==> src/rtl/apb_demux_pkg.sv <==
// ---------------------------------------------------------------------------
// apb_demux_pkg
// Shared types and constants for the APB3 1-to-N address demultiplexer.
//   state_e   : transfer-phase state (IDLE / SETUP / ACCESS / ERR)
//   IDX_W     : completer index width for the default completer count
//   idx_width : index width for any completer count (at least 1 bit)
// ---------------------------------------------------------------------------
package apb_demux_pkg;

  typedef enum logic [1:0] {
    ST_IDLE   = 2'd0,
    ST_SETUP  = 2'd1,
    ST_ACCESS = 2'd2,
    ST_ERR    = 2'd3
  } state_e;

  localparam int unsigned DEF_SLAVE_COUNT = 32'd3;
  localparam int unsigned IDX_W           = $clog2(DEF_SLAVE_COUNT);

  // A single completer still needs a 1-bit index vector.
  function automatic int unsigned idx_width(input int unsigned n);
    return (n > 32'd1) ? $clog2(n) : 32'd1;
  endfunction

endpackage

==> src/rtl/apb_if.sv <==
// ---------------------------------------------------------------------------
// apb_if
// APB3 bus bundle used on both sides of the demultiplexer.
//   apb_s : upstream completer view (PADDR/PSEL/PENABLE/PWRITE/PWDATA in,
//           PRDATA/PREADY/PSLVERR out)
//   apb_m : downstream requester view (PADDR/PSELx/PENABLE/PWRITE/PWDATA out,
//           per-completer PRDATAx/PREADYx/PSLVERRx in)
// ---------------------------------------------------------------------------
interface apb_if #(
  parameter int unsigned SLAVE_COUNT = 32'd3,
  parameter int unsigned ADDR_W      = 32'd32,
  parameter int unsigned DATA_W      = 32'd32
);

  logic [ADDR_W-1:0]                  PADDR;
  logic                               PSEL;
  logic                               PENABLE;
  logic                               PWRITE;
  logic [DATA_W-1:0]                  PWDATA;
  logic [DATA_W-1:0]                  PRDATA;
  logic                               PREADY;
  logic                               PSLVERR;

  logic [SLAVE_COUNT-1:0]             PSELx;
  logic [SLAVE_COUNT-1:0][DATA_W-1:0] PRDATAx;
  logic [SLAVE_COUNT-1:0]             PREADYx;
  logic [SLAVE_COUNT-1:0]             PSLVERRx;

  modport apb_s (
    input  PADDR, PSEL, PENABLE, PWRITE, PWDATA,
    output PRDATA, PREADY, PSLVERR
  );

  modport apb_m (
    output PADDR, PSELx, PENABLE, PWRITE, PWDATA,
    input  PRDATAx, PREADYx, PSLVERRx
  );

endinterface

==> src/rtl/apb_addr_decoder.sv <==
// ---------------------------------------------------------------------------
// apb_addr_decoder
// Combinational PADDR decode into completer regions of 2**REGION_BITS bytes
// starting at BASE_ADDR.
//   addr_i   : requester address
//   hit_o    : address falls inside one of the SLAVE_COUNT regions
//   idx_o    : region index (meaningful only when hit_o)
//   onehot_o : one-hot select, all zero when unmapped
// ---------------------------------------------------------------------------
module apb_addr_decoder #(
  parameter int unsigned       SLAVE_COUNT = 32'd3,
  parameter int unsigned       ADDR_W      = 32'd32,
  parameter logic [ADDR_W-1:0] BASE_ADDR   = '0,
  parameter int unsigned       REGION_BITS = 32'd12,
  parameter int unsigned       IDX_W       = 32'd2
) (
  input  logic [ADDR_W-1:0]      addr_i,
  output logic                   hit_o,
  output logic [IDX_W-1:0]       idx_o,
  output logic [SLAVE_COUNT-1:0] onehot_o
);

  logic              borrow_s;
  logic [ADDR_W-1:0] offset_s;
  logic [ADDR_W-1:0] region_s;

  // Region decode; the subtraction borrow flags addresses below the window.
  always_comb begin
    {borrow_s, offset_s} = {1'b0, addr_i} - {1'b0, BASE_ADDR};
    region_s = offset_s >> REGION_BITS;
    hit_o    = !borrow_s && (region_s < ADDR_W'(SLAVE_COUNT));
    idx_o    = region_s[IDX_W-1:0];
    onehot_o = '0;
    for (int i = 0; i < int'(SLAVE_COUNT); i++) begin
      onehot_o[i] = hit_o && (region_s == ADDR_W'(i));
    end
  end

endmodule

==> src/rtl/apb_demux_top.sv <==
// ---------------------------------------------------------------------------
// apb_demux_top
// APB3 1-to-SLAVE_COUNT address demultiplexer.
//   PCLK    : clock, all state on the rising edge
//   PRESETn : asynchronous active-low reset
//   slv     : upstream port (this block is the completer)
//   mstr    : downstream port (this block is the requester)
// PADDR/PWRITE/PWDATA pass straight through. PSELx is the live decode during
// the setup phase and the latched index during the access phase. Unmapped
// accesses get a single-cycle local PSLVERR response.
// ---------------------------------------------------------------------------
module apb_demux_top
  import apb_demux_pkg::*;
#(
  parameter int unsigned       SLAVE_COUNT = 32'd3,
  parameter int unsigned       ADDR_W      = 32'd32,
  parameter int unsigned       DATA_W      = 32'd32,
  parameter logic [ADDR_W-1:0] BASE_ADDR   = '0,
  parameter int unsigned       REGION_BITS = 32'd12
) (
  input  logic PCLK,
  input  logic PRESETn,
  apb_if.apb_s slv,
  apb_if.apb_m mstr
);

  localparam int unsigned IDX_L = idx_width(SLAVE_COUNT);

  state_e                 state_q, state_d, cur_state_s;
  logic [IDX_L-1:0]       idx_q, idx_d;

  logic                   dec_hit_s;
  logic [IDX_L-1:0]       dec_idx_s;
  logic [SLAVE_COUNT-1:0] dec_onehot_s;

  logic [SLAVE_COUNT-1:0] idx_oh_s;
  logic                   sel_ready_s;
  logic                   sel_err_s;
  logic [DATA_W-1:0]      sel_rdata_s;

  apb_addr_decoder #(
    .SLAVE_COUNT (SLAVE_COUNT),
    .ADDR_W      (ADDR_W),
    .BASE_ADDR   (BASE_ADDR),
    .REGION_BITS (REGION_BITS),
    .IDX_W       (IDX_L)
  ) u_dec (
    .addr_i   (slv.PADDR),
    .hit_o    (dec_hit_s),
    .idx_o    (dec_idx_s),
    .onehot_o (dec_onehot_s)
  );

  // State and latched completer index.
  always_ff @(posedge PCLK or negedge PRESETn) begin
    if (!PRESETn) begin
      state_q <= ST_IDLE;
      idx_q   <= '0;
    end else begin
      state_q <= state_d;
      idx_q   <= idx_d;
    end
  end

  // Effective phase of the current cycle. A setup phase is recognised from the
  // live bus, so it never costs a cycle even straight after a completed
  // transfer (back-to-back). Reset forces IDLE so every output drops at once.
  always_comb begin
    if (!PRESETn) begin
      cur_state_s = ST_IDLE;
    end else if ((state_q == ST_IDLE) && slv.PSEL && !slv.PENABLE) begin
      cur_state_s = ST_SETUP;
    end else begin
      cur_state_s = state_q;
    end
  end

  // Next-state logic.
  always_comb begin
    state_d = state_q;
    idx_d   = idx_q;
    case (cur_state_s)
      ST_IDLE: begin
        state_d = ST_IDLE;
      end
      ST_SETUP: begin
        if (dec_hit_s) begin
          state_d = ST_ACCESS;
          idx_d   = dec_idx_s;
        end else begin
          state_d = ST_ERR;
        end
      end
      ST_ACCESS: begin
        // Completion (or an abandoned transfer) returns to IDLE; a following
        // setup phase is picked up combinationally from there.
        if (sel_ready_s || !slv.PSEL) begin
          state_d = ST_IDLE;
        end else begin
          state_d = ST_ACCESS;
        end
      end
      ST_ERR: begin
        state_d = ST_IDLE;
      end
      default: begin
        state_d = ST_IDLE;
      end
    endcase
  end

  // Response mux from the latched completer; others are masked off.
  always_comb begin
    idx_oh_s    = '0;
    sel_ready_s = 1'b0;
    sel_err_s   = 1'b0;
    sel_rdata_s = '0;
    for (int i = 0; i < int'(SLAVE_COUNT); i++) begin
      idx_oh_s[i] = (idx_q == IDX_L'(i));
      sel_ready_s = sel_ready_s | (mstr.PREADYx[i] & idx_oh_s[i]);
      sel_err_s   = sel_err_s | (mstr.PSLVERRx[i] & idx_oh_s[i]);
      sel_rdata_s = sel_rdata_s | (mstr.PRDATAx[i] & {DATA_W{idx_oh_s[i]}});
    end
  end

  // Bus outputs per phase plus zero-latency request forwarding.
  always_comb begin
    mstr.PADDR   = slv.PADDR;
    mstr.PWRITE  = slv.PWRITE;
    mstr.PWDATA  = slv.PWDATA;
    mstr.PSELx   = '0;
    mstr.PENABLE = 1'b0;
    slv.PREADY   = 1'b0;
    slv.PSLVERR  = 1'b0;
    slv.PRDATA   = '0;
    case (cur_state_s)
      ST_IDLE: begin
        mstr.PSELx = '0;
      end
      ST_SETUP: begin
        mstr.PSELx = dec_onehot_s;
      end
      ST_ACCESS: begin
        mstr.PSELx   = idx_oh_s;
        mstr.PENABLE = slv.PENABLE;
        slv.PREADY   = sel_ready_s;
        slv.PSLVERR  = sel_err_s;
        slv.PRDATA   = sel_rdata_s;
      end
      ST_ERR: begin
        slv.PREADY  = 1'b1;
        slv.PSLVERR = 1'b1;
      end
      default: begin
        mstr.PSELx = '0;
      end
    endcase
  end

endmodule

==> src/flat_wrapper.sv <==
// flat-port wrapper written by rule: the top's interface ports become plain ports
module apb_demux_top_flat import apb_demux_pkg::*;
#(
  parameter int unsigned       SLAVE_COUNT = 32'd3,
  parameter int unsigned       ADDR_W      = 32'd32,
  parameter int unsigned       DATA_W      = 32'd32,
  parameter logic [ADDR_W-1:0] BASE_ADDR   = '0,
  parameter int unsigned       REGION_BITS = 32'd12
)
  (PCLK, PRESETn, slv_PADDR, slv_PSEL, slv_PENABLE, slv_PWRITE, slv_PWDATA, slv_PRDATA, slv_PREADY, slv_PSLVERR, mstr_PADDR, mstr_PSELx, mstr_PENABLE, mstr_PWRITE, mstr_PWDATA, mstr_PRDATAx, mstr_PREADYx, mstr_PSLVERRx);
  apb_if #(.SLAVE_COUNT(SLAVE_COUNT), .ADDR_W(ADDR_W), .DATA_W(DATA_W)) slv_i ();
  apb_if #(.SLAVE_COUNT(SLAVE_COUNT), .ADDR_W(ADDR_W), .DATA_W(DATA_W)) mstr_i ();
  input  logic PCLK;
  input  logic PRESETn;
  input wire logic [$bits(slv_i.PADDR)-1:0] slv_PADDR;
  input wire logic [$bits(slv_i.PSEL)-1:0] slv_PSEL;
  input wire logic [$bits(slv_i.PENABLE)-1:0] slv_PENABLE;
  input wire logic [$bits(slv_i.PWRITE)-1:0] slv_PWRITE;
  input wire logic [$bits(slv_i.PWDATA)-1:0] slv_PWDATA;
  output wire logic [$bits(slv_i.PRDATA)-1:0] slv_PRDATA;
  output wire logic [$bits(slv_i.PREADY)-1:0] slv_PREADY;
  output wire logic [$bits(slv_i.PSLVERR)-1:0] slv_PSLVERR;
  output wire logic [$bits(mstr_i.PADDR)-1:0] mstr_PADDR;
  output wire logic [$bits(mstr_i.PSELx)-1:0] mstr_PSELx;
  output wire logic [$bits(mstr_i.PENABLE)-1:0] mstr_PENABLE;
  output wire logic [$bits(mstr_i.PWRITE)-1:0] mstr_PWRITE;
  output wire logic [$bits(mstr_i.PWDATA)-1:0] mstr_PWDATA;
  input wire logic [$bits(mstr_i.PRDATAx)-1:0] mstr_PRDATAx;
  input wire logic [$bits(mstr_i.PREADYx)-1:0] mstr_PREADYx;
  input wire logic [$bits(mstr_i.PSLVERRx)-1:0] mstr_PSLVERRx;
  assign slv_i.PADDR = slv_PADDR;
  assign slv_i.PSEL = slv_PSEL;
  assign slv_i.PENABLE = slv_PENABLE;
  assign slv_i.PWRITE = slv_PWRITE;
  assign slv_i.PWDATA = slv_PWDATA;
  assign slv_PRDATA = slv_i.PRDATA;
  assign slv_PREADY = slv_i.PREADY;
  assign slv_PSLVERR = slv_i.PSLVERR;
  assign mstr_PADDR = mstr_i.PADDR;
  assign mstr_PSELx = mstr_i.PSELx;
  assign mstr_PENABLE = mstr_i.PENABLE;
  assign mstr_PWRITE = mstr_i.PWRITE;
  assign mstr_PWDATA = mstr_i.PWDATA;
  assign mstr_i.PRDATAx = mstr_PRDATAx;
  assign mstr_i.PREADYx = mstr_PREADYx;
  assign mstr_i.PSLVERRx = mstr_PSLVERRx;
  apb_demux_top #(.SLAVE_COUNT(SLAVE_COUNT), .ADDR_W(ADDR_W), .DATA_W(DATA_W), .BASE_ADDR(BASE_ADDR), .REGION_BITS(REGION_BITS)) u_core (.PCLK(PCLK), .PRESETn(PRESETn), .slv(slv_i), .mstr(mstr_i));
endmodule
==> config.mk <==
export PLATFORM = sky130hd
export DESIGN_NAME = apb_demux_top_flat
export DESIGN_NICKNAME = d
export VERILOG_FILES = /design/src/rtl/apb_demux_pkg.sv /design/src/rtl/apb_if.sv /design/src/rtl/apb_addr_decoder.sv /design/src/rtl/apb_demux_top.sv /design/src/flat_wrapper.sv
export SDC_FILE = /design/constraint.sdc
export NUM_CORES = 1
export LEC_CHECK = 0
export ABC_AREA = 1
export CAP_MARGIN = 0
export CORE_AREA = 3 3 106 108
export DETAILED_ROUTE_END_ITERATION = 10
export DIE_AREA = 0 0 109 111
export GPL_ROUTABILITY_DRIVEN = 0
export PLACE_DENSITY = 0.66
export SYNTH_ARGS = -nofsm -noshare
export SYNTH_HDL_FRONTEND = slang
export SYNTH_HIERARCHICAL = 1
export SYNTH_SLANG_ARGS = --single-unit
==> constraint.sdc <==
create_clock -name PCLK -period 1.45 [get_ports PCLK]
set_input_delay 0.145 -clock PCLK [delete_from_list [all_inputs] [get_ports PCLK]]
set_output_delay 0.145 -clock PCLK [all_outputs]
set_load 0.05 [all_outputs]
# After elaboration in Yosys (flattened, before gate mapping)
# Cells that the tools add are included.
[word_totals] mem_count=0 reg_bits=4 ramBits=0 input_bits=171 latchBits=0 romBits=0 output_inout_bits=103
[classes] multipliers=0 n_div=0 n_eq_ne=7 n_addsub=0 order_cmp=1 mux=10 n_bitwise=15 shifts=0 reduce_logical=14
[op_table] operator="$and A32 B32 Y32" count=3
[op_table] operator="$or A32 B32 Y32" count=2
[op_table] operator="$logic_not A32 Y1" count=1
[op_table] operator="$mux W32" count=1
[op_table] operator="$eq A20 B1 Y1 const B" count=1
[op_table] operator="$eq A20 B2 Y1 const B" count=1
[op_table] operator="$lt A20 B2 Y1 const B" count=1
[op_table] operator="$and A1 B1 Y1" count=6
[op_table] operator="$eq A2 B2 Y1 const B" count=3
[op_table] operator="$logic_not A2 Y1" count=3
[op_table] operator="$mux W2" count=3
[op_table] operator="$pmux W2 S3" count=1
[op_table] operator="$pmux W3 S2" count=1
[op_table] operator="$logic_and A1 B1 Y1" count=5
[op_table] operator="$eq A2 B1 Y1 const B" count=2
[op_table] operator="$or A1 B1 Y1" count=4
[op_table] operator="$pmux W1 S2" count=2
[op_table] operator="$logic_not A1 Y1" count=2
[op_table] operator="$mux W1" count=2
[op_table] operator="$reduce_and A2 Y1" count=1
[op_table] operator="$reduce_or A2 Y1" count=1
[op_table] operator="$logic_or A1 B1 Y1" count=1

# Longest topological paths before layout
[logic_depth] word_depth=8 depth_mapped=11

# Hierarchy
# The synthesis kept the hierarchy.
[modules_own_cells] mod="apb_demux_top" area_per_inst_um2=1695.4 instances=1 seq_area_each_um2=100.1 cells_each=315
[modules_own_cells] mod="apb_addr_decoder" area_per_inst_um2=125.1 instances=1 seq_area_each_um2=0.0 cells_each=28

# Worst setup path after synthesis
# OpenSTA, ideal clock, no wires.
[synth_timing] path_type="flip-flop to output port" start="register u_core.state_q[1]" end="output mstr_PSELx[1]" required_time_ns=1.305 path_buffers=1 arrival_ns=1.830 setup_slack_ns=-0.525 path_stages_with_launch=11 cell_sequence="dfrtp_1 > inv_1 > nand3b_1 > nand2_1 > nand2_1 > ha_1 > buf_4 > inv_1 > nor2_2 > inv_1 > a21oi_1"
[synth_via] elab_chain_cells=7
[synth_rtl] element="from (decl)" line="apb_demux_top.sv:29" text="state_e state_q, state_d, cur_state_s;"
[synth_rtl] element="from (signal assigned)" line="apb_demux_top.sv:60" text="state_q <= state_d;"
[synth_rtl] element="$logic_not A2 Y1" line="apb_demux_top.sv:71" text="end else if ((state_q == ST_IDLE) && slv.PSEL && !slv.PENABLE) begin"
[synth_rtl] element="$logic_and A1 B1 Y1 (2 in series)" line="apb_demux_top.sv:71"
[synth_rtl] element="$mux W2 (*)" line="apb_demux_top.sv:71"
[synth_rtl] element="$mux W2 (*)" line="apb_demux_top.sv:69" text="if (!PRESETn) begin"
[synth_rtl] element="$eq A2 B2 Y1 or $eq A2 B1 Y1 (tied branches)" line="apb_demux_top.sv:136" text="case (cur_state_s)"
[synth_rtl] element="$pmux W3 S2 (*)" line="apb_demux_top.sv:136"
[synth_rtl] element="to (decl)" line="flat_wrapper.sv:24" text="output wire logic [$bits(mstr_i.PSELx)-1:0] mstr_PSELx;"
# Mark *: on every way between the ends. The rest lies on a longest branch, timed or not.

# Final worst setup path
[layout_timing] start="register u_core.state_q[1]" end="output slv_PRDATA[12]"
[layout_via] elab_chain_cells=7
[layout_rtl] element="$logic_not A2 Y1" line="apb_demux_top.sv:71"
[layout_rtl] element="$logic_and A1 B1 Y1 (2 in series)" line="apb_demux_top.sv:71"
[layout_rtl] element="$mux W2 (*)" line="apb_demux_top.sv:71"
[layout_rtl] element="$mux W2 (*)" line="apb_demux_top.sv:69"
[layout_rtl] element="$eq A2 B2 Y1 (*)" line="apb_demux_top.sv:136"
[layout_rtl] element="$mux W32 (*)" line="apb_demux_top.sv:136"
[layout_rtl] element="to (decl)" line="flat_wrapper.sv:20" text="output wire logic [$bits(slv_i.PRDATA)-1:0] slv_PRDATA;"
# Marks and branches as above.

==> impl_metrics.ini <==
[clock_network]
cts_tree = yes
cts-buffers-inserted = 3
cts_max_path_buffers = 2
cts_max_level = 1
clock_latency_ns = 0.22
ctsHoldBuffers = 0
clk_pin_slew_ns = 0.03
clock-root-buffer = clkbuf_8
cts.sinks = 4

[min_path]
hold_class = in -> async

[synth]
syn-num-nets = 518
syn_area_um2 = 1820
synth_common_cells = nand2_1 (108), nand3_1 (77), buf_4 (72), inv_1 (34), nor2_1 (16)
yosys.area.top_type = buf_4
synthCells = 343
yosysMostFrequentCell = nand2_1
synth_seq_cells = 4
synth_edf_count = 0
syn_area_per_cell_um2 = 5.31
synth-async-reset-ratio_pct = 100
ys_seq_area_share_pct = 5.50
yosysTopAreaCellShare_pct = 29.7
ys_top_cells_by_area = buf_4 (30%), nand2_1 (22%), nand3_1 (21%)
ys_types = 18
yosysWarnings = 6
synth_top_flop_cell = dfrtp_1

[cells_and_area]
final_cells = 641
antenna-diode-count = 0
seqCellArea_um2 = 103
fill_cells = 983
synthToLayoutAreaGrowth_pct = 173
multi_input_area_um2 = 1480
final_nets = 682
drive_above_1_share_pct = 46.7

[grt]
grt-ovfl-total = 0
grt_max_degree = 20
grt_pass1_wl_um = 13400
antenna_found_initial = 0
track_usage_pct = 13.6
grt_pass1_vias = 2687

[die]
core_area_um2 = 10300
io_pins = 274
start_util_pct = 17.6
rows = 37
dieWidth_um = 109
dieHeight_um = 111
die-area_um2 = 12100

[worst_setup_path]
critPathLaunch = u_core/state_q[1]$_DFF_PN0_
crit_type = reg -> out
worst-path-max-fanout = 5
worstPathArrival_ns = 1.71
crit_required_ns = 1.31
slowest_delay_ns = 0.36
reg2reg_from = u_core/state_q[1]$_DFF_PN0_
crit_chain = inv_1 > nand3b_1 > nand2_1 > nand2_2 > ha_4 > buf_4 > nand2_4 > inv_8 > buf_12 > nand2_4 > nand3_4 > buf_12
worstSetupStartpointType = register
cpMaxStageDelayCell = dfrtp_1
end_kind = output pin

[power]
irDropWorstVdd_v = 0.000166
power.density_nw_per_um2 = 235
p_leak_nw = 2.17

[timing]
hold-worst-slack_ns = 0.0650
fmax_ghz = 0.540
drv_slew = 0
hold_viol = 0
timing.slew.headroom_pct = 81.2
tightest_slew_ns = 0.281
setup_violations = 39
rsz0062_at_grt = yes
fin_crit_ns = 1.85
fin_worst_skew_ns = 0.00282
setup_ws_ns = -0.401
fin_crit_sh_pct = 128

[route]
wl_per_cell_um = 13.7
via_per_inst = 4.16
drt_iter0_markers = 142
ant_nets = 0
wl_um = 8790
drt_first_pass_iters = 4
drc = 0
vias = 2665

[placement]
io_buffer_count = 183
dp_cells = 635
dp_hpwl_um = 7650

[run_status]
status = finished, violations left
violations = negative setup slack

[run]
max_cap_violations = 0
## flip-flops by register name, summed over array words and instances, names as in the netlist
register and flops:
u_core/idx_q 2, u_core/state_q 2
## repair_timing
action	CTS	global route
buffers inserted	1	1
cloned	0	1
gates resized for setup	12	23
pin swaps	8	8
setup endpoints to repair	39	41
## worst max-delay path, delay by kind of cell, from the launching register on
kind / cells / cell delay [ns]
fa+ha+maj: 1 / 0.18
flops: 1 / 0.36
simple gates: 6 / 0.42
buf+inv: 5 / 0.51
## report_power, final
group | switching [mW] | internal (mW)
sequential | 0.00183 | 0.117
clock | 0.0580 | 0.177
combinational | 0.305 | 0.507
total | 0.365 | 0.801
## metal layers
layer  track usage, %  share of wire, %  up-vias  wire length (µm)
li1                 -                 -     1327                 -
met1             14.9                37     1185              3280
met2             24.7                51      135              4440
met3             4.54                10       18               917
met4             3.70               1.7        0               152
met5                0                 0        -                 0
## stage by stage
| stage | util, % | TNS, ns | total power, mW | cell area [µm²] | worst slack, ns |
|---|---|---|---|---|---|
| final | 48.1 | -13.47 | 1.17 | 4960 | -0.401 |
| after global routing | 48.1 | -16.02 | 1.23 | 4960 | -0.458 |
| after CTS | 47.1 | -14.23 | 1.16 | 4860 | -0.418 |
| after detailed placement | 46.2 | -19.15 | 0.902 | 4770 | -0.529 |
| after global placement | 46.2 | -18.28 | 0.894 | 4770 | -0.485 |
| after floorplan | - | -2.19 | 0.690 | 2350 | -0.0791 |
## cell type report
| class | instances | share of cell area (%) |
|---|---|---|
| multi-input combinational | 219 | 29.7 |
| inverter | 36 | 4.49 |
| tap | 136 | 3.43 |
| timing repair buffer | 243 | 59.5 |
| sequential | 4 | 2.07 |
| clock buffer | 3 | 0.832 |
## cells by family (layout without fill, tap and decap cells)
kind of cell	Yosys count	count (layout)	share of synthesized area, %
simple gates	209	209	49.8
fa+ha+maj	4	4	2.75
buf+inv	120	282	40.3
compound gates	6	6	1.65
flops	4	4	5.50
## final timing paths
kind                                               end  slack, ns  cells past startpoint
setup / recovery                        slv_PRDATA[12]      -0.40                     12
max in group asynchronous  u_core/idx_q[0]$_DFFE_PN0P_       1.27                      2
setup reg to reg           u_core/state_q[1]$_DFF_PN0_      -0.01                     11
hold / removal             u_core/state_q[1]$_DFF_PN0_       0.06                      2
hold reg to reg            u_core/idx_q[0]$_DFFE_PN0P_       0.78                      3
min in group PCLK                       mstr_PWDATA[0]       0.29                      0
## cell usage in the layout (no fill, tap or decap), types with 5 or more instances in the layout
cell type and n:
nand2_2 38, inv_1 8, nand2_4 21, nand3_1 67, inv_2 5, nor2_1 12, nand3_4 10, clkdlybuf4s50_1 121
nand2_1 49, clkinvlp_4 20, nor2_2 5, buf_6 6, buf_12 62, buf_4 49
No activity file was read; power rests on OpenSTA's default activity.
